[config.mk]
export PLATFORM = sky130hd
export DESIGN_NAME = pipeline_hazard_ctrl
export DESIGN_NICKNAME = d
export VERILOG_FILES = /design/src/rtl/pipeline_hazard_ctrl_pkg.sv /design/src/rtl/pipeline_hazard_ctrl_sat_counter.sv /design/src/rtl/pipeline_hazard_ctrl.sv
export SDC_FILE = /design/constraint.sdc
export NUM_CORES = 1
export LEC_CHECK = 0
export BUFFER_PORTS_ARGS = -buffer_cell sky130_fd_sc_hd__buf_4
export CORE_MARGIN = 5
export CORE_UTILIZATION = 32
export DETAILED_ROUTE_END_ITERATION = 12
export PLACE_DENSITY = 0.87
export RECOVER_POWER = 50
export SETUP_SLACK_MARGIN = 0.1
export SLEW_MARGIN = 10
export SYNTH_ARGS = -nofsm -noshare
export SYNTH_HDL_FRONTEND = slang
export SYNTH_SLANG_ARGS = --single-unit
[constraint.sdc]
create_clock -name clk -period 1.4 [get_ports clk]
set_clock_uncertainty 0.05 [all_clocks]
set_input_delay 0.07 -clock clk [delete_from_list [all_inputs] [get_ports clk]]
set_output_delay 0.07 -clock clk [all_outputs]
set_load 0.05 [all_outputs]
[src/rtl/pipeline_hazard_ctrl_pkg.sv]
// Shared types and constants for the pipeline hazard controller.
package pipeline_hazard_ctrl_pkg;

    localparam int unsigned REG_W   = 5;
    localparam int unsigned STATE_W = 2;

    typedef enum logic [STATE_W-1:0] {
        RUN      = 2'd0,
        LU_STALL = 2'd1,
        FLUSH    = 2'd2,
        MEM_WAIT = 2'd3
    } state_t;

endpackage

[src/rtl/pipeline_hazard_ctrl_sat_counter.sv]
// Saturating up-counter with synchronous clear; only built with HAZARD_PERF_CNT_EN.
`ifdef HAZARD_PERF_CNT_EN
module sat_counter #(
    parameter int unsigned W = 32
) (
    input  logic         clk,
    input  logic         rst,
    input  logic         i_inc,
    output logic [W-1:0] o_cnt
);

    logic [W-1:0] r_cnt;

    // Hold at all-ones instead of wrapping.
    always_ff @(posedge clk) begin
        if (rst) begin
            r_cnt <= '0;
        end else if (i_inc && (r_cnt != {W{1'b1}})) begin
            r_cnt <= r_cnt + W'(1);
        end
    end

    assign o_cnt = r_cnt;

endmodule
`endif

[src/rtl/pipeline_hazard_ctrl.sv]
// Load-use / branch / memory-wait hazard controller for a 5-stage pipeline.
// Optional performance counters enabled by HAZARD_PERF_CNT_EN.
module pipeline_hazard_ctrl
    import pipeline_hazard_ctrl_pkg::*;
#(
    parameter int unsigned CNT_W = 32
) (
    input  logic               clk,
    input  logic               rst,
    input  logic               IDEX_MemRead,
    input  logic [REG_W-1:0]   IDEX_rd,
    input  logic [REG_W-1:0]   IFID_rs1,
    input  logic [REG_W-1:0]   IFID_rs2,
    input  logic               IFID_use_rs1,
    input  logic               IFID_use_rs2,
    input  logic               EX_branch_taken,
    input  logic               mem_req,
    input  logic               mem_ready,
    output logic               en_IF,
    output logic               en_IFID,
    output logic               flush_IFID,
    output logic               flush_IDEX,
    output logic               PCSrc,
    output logic [STATE_W-1:0] state,
    output logic [CNT_W-1:0]   stall_cnt,
    output logic [CNT_W-1:0]   flush_cnt
);

    state_t r_state;
    state_t w_next_state;
    logic   w_mem_busy;
    logic   w_load_use;
    logic   w_br_en;
    logic   w_lu_en;

    assign w_mem_busy = mem_req & ~mem_ready;
    assign w_load_use = IDEX_MemRead & (IDEX_rd != REG_W'(0)) &
                        ((IFID_use_rs1 & (IFID_rs1 == IDEX_rd)) |
                         (IFID_use_rs2 & (IFID_rs2 == IDEX_rd)));

    // FLUSH leaves a bubble in EX; LU_STALL already resolved the pair in ID/EX.
    assign w_br_en = EX_branch_taken & (r_state != FLUSH);
    assign w_lu_en = w_load_use & ((r_state == RUN) | (r_state == MEM_WAIT));

    always_ff @(posedge clk) begin
        if (rst) begin
            r_state <= RUN;
        end else begin
            r_state <= w_next_state;
        end
    end

    always_comb begin
        w_next_state = RUN;
        en_IF        = 1'b1;
        en_IFID      = 1'b1;
        flush_IFID   = 1'b0;
        flush_IDEX   = 1'b0;
        PCSrc        = 1'b0;
        if (rst) begin
            en_IF      = 1'b0;
            en_IFID    = 1'b0;
            flush_IFID = 1'b1;
            flush_IDEX = 1'b1;
        end else if (w_mem_busy) begin
            en_IF        = 1'b0;
            en_IFID      = 1'b0;
            w_next_state = MEM_WAIT;
        end else if (w_br_en) begin
            PCSrc        = 1'b1;
            flush_IFID   = 1'b1;
            flush_IDEX   = 1'b1;
            w_next_state = FLUSH;
        end else if (w_lu_en) begin
            en_IF        = 1'b0;
            en_IFID      = 1'b0;
            flush_IDEX   = 1'b1;
            w_next_state = LU_STALL;
        end
    end

    assign state = r_state;

`ifdef HAZARD_PERF_CNT_EN
    sat_counter #(.W(CNT_W)) u_stall_cnt (
        .clk   (clk),
        .rst   (rst),
        .i_inc (~en_IF),
        .o_cnt (stall_cnt)
    );

    sat_counter #(.W(CNT_W)) u_flush_cnt (
        .clk   (clk),
        .rst   (rst),
        .i_inc (PCSrc),
        .o_cnt (flush_cnt)
    );
`else
    assign stall_cnt = '0;
    assign flush_cnt = '0;
`endif

endmodule

Word level (Yosys, flattened, before mapping)
Index checks and enable logic that the tools add are counted.

storage, ports and cells
  flip-flop bits (word level) = 2
  output and inout port bits = 71

operators by class
  equal/unequal tests = 4
  muxes and demuxes = 15
  bitwise logic cells = 10
  reductions and logical operators = 2

operators by type and width
  operator            number
  $mux 1              13
  $eq 5x5->1          2
  $and 1x1->1         7
  $reduce_bool 5->1   1
  $mux 2              2
  $eq 2x2->1 const B  1
  $logic_not 2->1     1
  $ne 2x2->1 const B  1
  $or 1x1->1          2
  $not 1->1           1

Depth between registers and ports, before layout
  depth after elaboration = 9
  depth in mapped cells = 5
  depth with buffers taken out = 5

Worst setup path before layout
No wires, ideal clock.

  path kind = register to output
  from = register r_state[0], in the netlist state[0]
  to = output flush_IDEX
  data arrival time = 2.280 ns
  required time = 1.280 ns
  path slack = -1.000 ns
  stages on the path, launching flop included = 5
  path through = dfxtp_1 > inv_1 > ha_1 > o211ai_2 > o31ai_1

on the way
  longest elaborated chain between the ends = 7
  elaborated cells on any way between the ends = 10
  those cells by class = 2 x eq/ne; 4 x mux; 3 x bitwise; 1 x reduce/logical

RTL lines
  what                                                  line                        text
  start, declared                                       pipeline_hazard_ctrl.sv:29  state_t r_state;
  start signal, assigned                                pipeline_hazard_ctrl.sv:49  r_state <= w_next_state;
  $eq 2x2->1 / $logic_not 2->1 (equally long branches)  pipeline_hazard_ctrl.sv:43  assign w_lu_en = w_load_use & ((r_state == RUN) | (r_state == MEM_WAIT));
  $or 1x1->1                                            pipeline_hazard_ctrl.sv:43
  $and 1x1->1                                           pipeline_hazard_ctrl.sv:43
  $mux 1                                                pipeline_hazard_ctrl.sv:74  end else if (w_lu_en) begin
  $mux 1 *                                              pipeline_hazard_ctrl.sv:69  end else if (w_br_en) begin
  $mux 1 *                                              pipeline_hazard_ctrl.sv:65  end else if (w_mem_busy) begin
  $mux 1 *                                              pipeline_hazard_ctrl.sv:60  if (rst) begin
  end, declared                                         pipeline_hazard_ctrl.sv:22  output logic flush_IDEX,

Every way passes the cells marked *; elsewhere a longest branch is shown, timed or not.

Worst setup path after layout
  from = register r_state[0], in the netlist state[0]
  to = output en_IFID

on the way
  longest elaborated chain between the ends = 7
  elaborated cells on any way between the ends = 10
  those cells by class = 2 x eq/ne; 4 x mux; 3 x bitwise; 1 x reduce/logical

RTL lines
  what                                                  line                        text
  $eq 2x2->1 / $logic_not 2->1 (equally long branches)  pipeline_hazard_ctrl.sv:43
  $or 1x1->1                                            pipeline_hazard_ctrl.sv:43
  $and 1x1->1                                           pipeline_hazard_ctrl.sv:43
  $mux 1                                                pipeline_hazard_ctrl.sv:74
  $mux 1 *                                              pipeline_hazard_ctrl.sv:69
  $mux 1 *                                              pipeline_hazard_ctrl.sv:65
  $mux 1 *                                              pipeline_hazard_ctrl.sv:60
  end, declared                                         pipeline_hazard_ctrl.sv:20  output logic en_IFID,

Marks and branches as above.

==> impl_results.rst <==
.. list-table::
   :header-rows: 1

   * - Metric
     - Value
   * - #FFs+latches synth
     - 2
   * - Crit path arrival time
     - 1.39 ns
   * - Run status
     - finished, violations left
   * - Internal power
     - 272 uW
   * - Class of the worst hold path
     - in2reg
   * - Sum of overflow across all layers after global routing
     - 0
   * - Worst setup path category
     - reg2out
   * - Transition time of the tightest slew-check pin
     - 0.597 ns
   * - Number of distinct library cells after synthesis
     - 21
   * - Vias per Instance
     - 3.33
   * - Area growth from synthesis to layout
     - 23.6%
   * - Post-synth EDFFs
     - 0
   * - Area of the die
     - 3450 um2
   * - Synthesized area per cell
     - 7.67 um2
   * - Largest stage delay on the critical path
     - 0.33 ns
   * - Switching share of power
     - 0.662
   * - Pin count of the biggest net entering global routing
     - 7
   * - Count of filler cells inserted in the layout
     - 241
   * - Worst slack at placement
     - -0.250 ns
   * - Peak VDD IR
     - 0.341 mV
   * - Total track usage
     - 0.0671
   * - Total Power Consumption
     - 803 uW
   * - Count of pins on the block boundary
     - 94
   * - Relative slew slack
     - 0.603
   * - Top metal layer carrying routed signals
     - met4
   * - Maximum clock path buffer count
     - 2
   * - Register cell area after layout
     - 47.5 um2
   * - Floorplan Core Area
     - 2230 um2
   * - CTS tree
     - built
   * - Worst-skew pair later-pin latency
     - 0.22 ns
   * - Final wirelength
     - 1480 um
   * - Number of port buffers
     - 29
   * - Critical path fanouts, max
     - 3
   * - Post-CTS Hold Fix Bufs
     - 0
   * - Leading cell type in the layout, fill and taps excluded
     - conb_1
   * - Met2 layer wire length in the routed design
     - 807 um
   * - DR DRC count
     - 0
   * - Final setup violation count
     - 3
   * - Achievable clock frequency
     - 660 MHz
   * - Combined area of the multi-input logic cells
     - 556 um2
   * - Final Cycle Share
     - 1.08
   * - Number of nets still failing antenna checks after routing
     - 0
   * - Netlist area before placement
     - 759 um2
   * - Vias after detailed routing
     - 529
   * - Via count of the first global-routing pass
     - 453
   * - Routability Congestion
     - 0.739
   * - Mapped Cells
     - 99
   * - Highest-count cells in the layout ignoring fill and taps
     - 64 x conb_1, 21 x buf_4, 7 x xor2_1
   * - Total of max-cap violations
     - 0
   * - Clk pwr share
     - 0.155
   * - Setup crit end kind
     - primary output
   * - Met3 routed WL
     - 248 um
   * - DR WL/cell
     - 9.30 um
   * - Number of design-rule violations left by the first detailed-router iteration
     - 4
   * - Clock-pin slew on the worst setup and hold paths
     - 0.03 ns
   * - Crit path required time
     - 1.28 ns
   * - Worst setup startpoint
     - state[0]
   * - Vertical extent of the die
     - 58.7 um
   * - Placed wire-length estimate after detailed placement
     - 1430 um
   * - Starting utilization of the core area
     - 0.340
   * - Htree depth
     - 1
   * - Layout cells sized above 1
     - 0.351
   * - Combinational share of power
     - 0.767
   * - Net count of the finished layout
     - 157
   * - Post-synthesis async set-or-reset flop share
     - 0
   * - Final hold violations
     - 0
   * - Die extent in x
     - 58.7 um
   * - Number of buffers added for setup after CTS
     - 0
   * - Root cell of the clock tree
     - clkbuf_4
   * - Power density over the cells
     - 856 nW/um2
   * - Cell row count
     - 17
   * - RSZ-0062 raised after global routing
     - true
   * - Worst hold start
     - rst
   * - Leakage
     - 0.000506 uW
   * - Violations in the final reports
     - negative setup slack
   * - Min setup slack post-route
     - -0.115 ns
   * - Slowest cell on the critical path
     - dfxtp_4
   * - Count of TritonRoute iterations in the first routing pass
     - 2
   * - Reg2Reg Launch Point
     - state[0]
   * - Series of cell instances along the critical path
     - inv_2 > ha_4 > o211ai_4 > o31a_4 > buf_8
   * - Sequential cell area fraction in the yosys report
     - 0.0527
   * - Switching power
     - 532 uW
   * - Detailed-routing wirelength on met1
     - 415 um
   * - TritonCTS buffer count
     - 3
   * - Sinks on the clock net
     - 2
   * - Final antenna diode count
     - 0
   * - Flip-flop count of the largest register after layout
     - 2
   * - Yosys warning count
     - 0
   * - Synth top area share
     - 0.643
   * - Minimum period implied by the final worst setup slack
     - 1.51 ns
   * - Main area contributors after synthesis
     - buf_4 64%, xor2_1 9.2%, dfxtp_1 5.3%, xnor2_1 2.3%, ha_1 1.6%
   * - Initial antenna violation count
     - 0
   * - Wire length of the first global-routing pass
     - 1760 um
   * - Most used flip-flop cell after synthesis
     - dfxtp_1
   * - Final max-slew violation count
     - 0
   * - Proportion of power drawn by flip-flops and latches
     - 0.078
   * - Critical Path Start Type
     - register
   * - Yosys top cell by area
     - buf_4
[metal layers]
metal,GRT usage,up-vias
met2,0.126,50
met1,0.0640,225
met4,0.0291,0
li1,-,252
met3,0.0263,2
met5,0,-
[final cells by class]
cell class | instances | area share
Multi-Input combinational cell | 93 | 0.592
Timing Repair Buffer | 31 | 0.288
Sequential cell | 2 | 0.0507
Tap cell | 28 | 0.0373
Clock buffer | 3 | 0.0240
Inverter | 2 | 0.00800
[cell usage after synthesis, drive strengths merged (2+ instances only)]
library cell / count
buf: 65
nor4: 2
xor2: 8
a21oi: 2
nand2b: 2
inv: 2
xnor2: 2
dfxtp: 2
nor2b: 2
[cell families (layout without fill, tap and decap cells)]
logic type | after synthesis | count (layout) | share of synthesized area
buffers and inverters | 67 | 36 | 0.652
AOI/OAI and AO/OA | 7 | 7 | 0.0709
and+or+nand+nor | 11 | 11 | 0.0873
other | 1 | 64 | 0.00494
DFF | 2 | 2 | 0.0527
xor gates and xnor gates | 10 | 10 | 0.115
adders and majority gates | 1 | 1 | 0.0165
[critical path, delay by kind of cell, from the launching register on]
family,cells,cell delay [ns]
fa+ha+maj,1,0.26
compound gates,2,0.39
buf+inv,2,0.19
flops,1,0.33
[what timing repair did]
| action | 4_1_cts | 5_1_grt |
|---|---|---|
| setup endpoints to repair | 6 | 6 |
| resized for setup | 20 | 0 |
| pin swaps | 6 | 1 |
[worst paths after layout]
kind              cells after the start  slack (ns)        to
setup / recovery                      5       -0.11   en_IFID
hold / removal                        2        0.02  state[1]
setup reg to reg                      5        0.10  state[0]
hold reg to reg                       3        0.72  state[1]
[power by group through the flow]
stage / combinational, uW / clock, uW / sequential, uW
after CTS: 620 / 132 / 63.0
after detailed placement: 582 / 0 / 63.7
after global placement: 579 / 0 / 63.4
after floorplan: 622 / 0 / 75.6
after global routing: 641 / 131 / 63.5
final: 616 / 124 / 62.6
[per-stage QoR]
step | TNS [ns] | cell area [um2] | cells | hold slack, ns | utilization
global placement | -0.550 | 838 | 156 | 0.234 | 0.375
CTS | -0.333 | 953 | 159 | 0.0157 | 0.427
finish | -0.276 | 938 | 159 | 0.0237 | 0.420
floorplan | -0.198 | 1070 | 162 | 0.0794 | -
detailed placement | -0.732 | 838 | 156 | 0.234 | 0.375
global route | -0.461 | 938 | 159 | 0.0426 | 0.420
(Power assumes the default switching activity.)
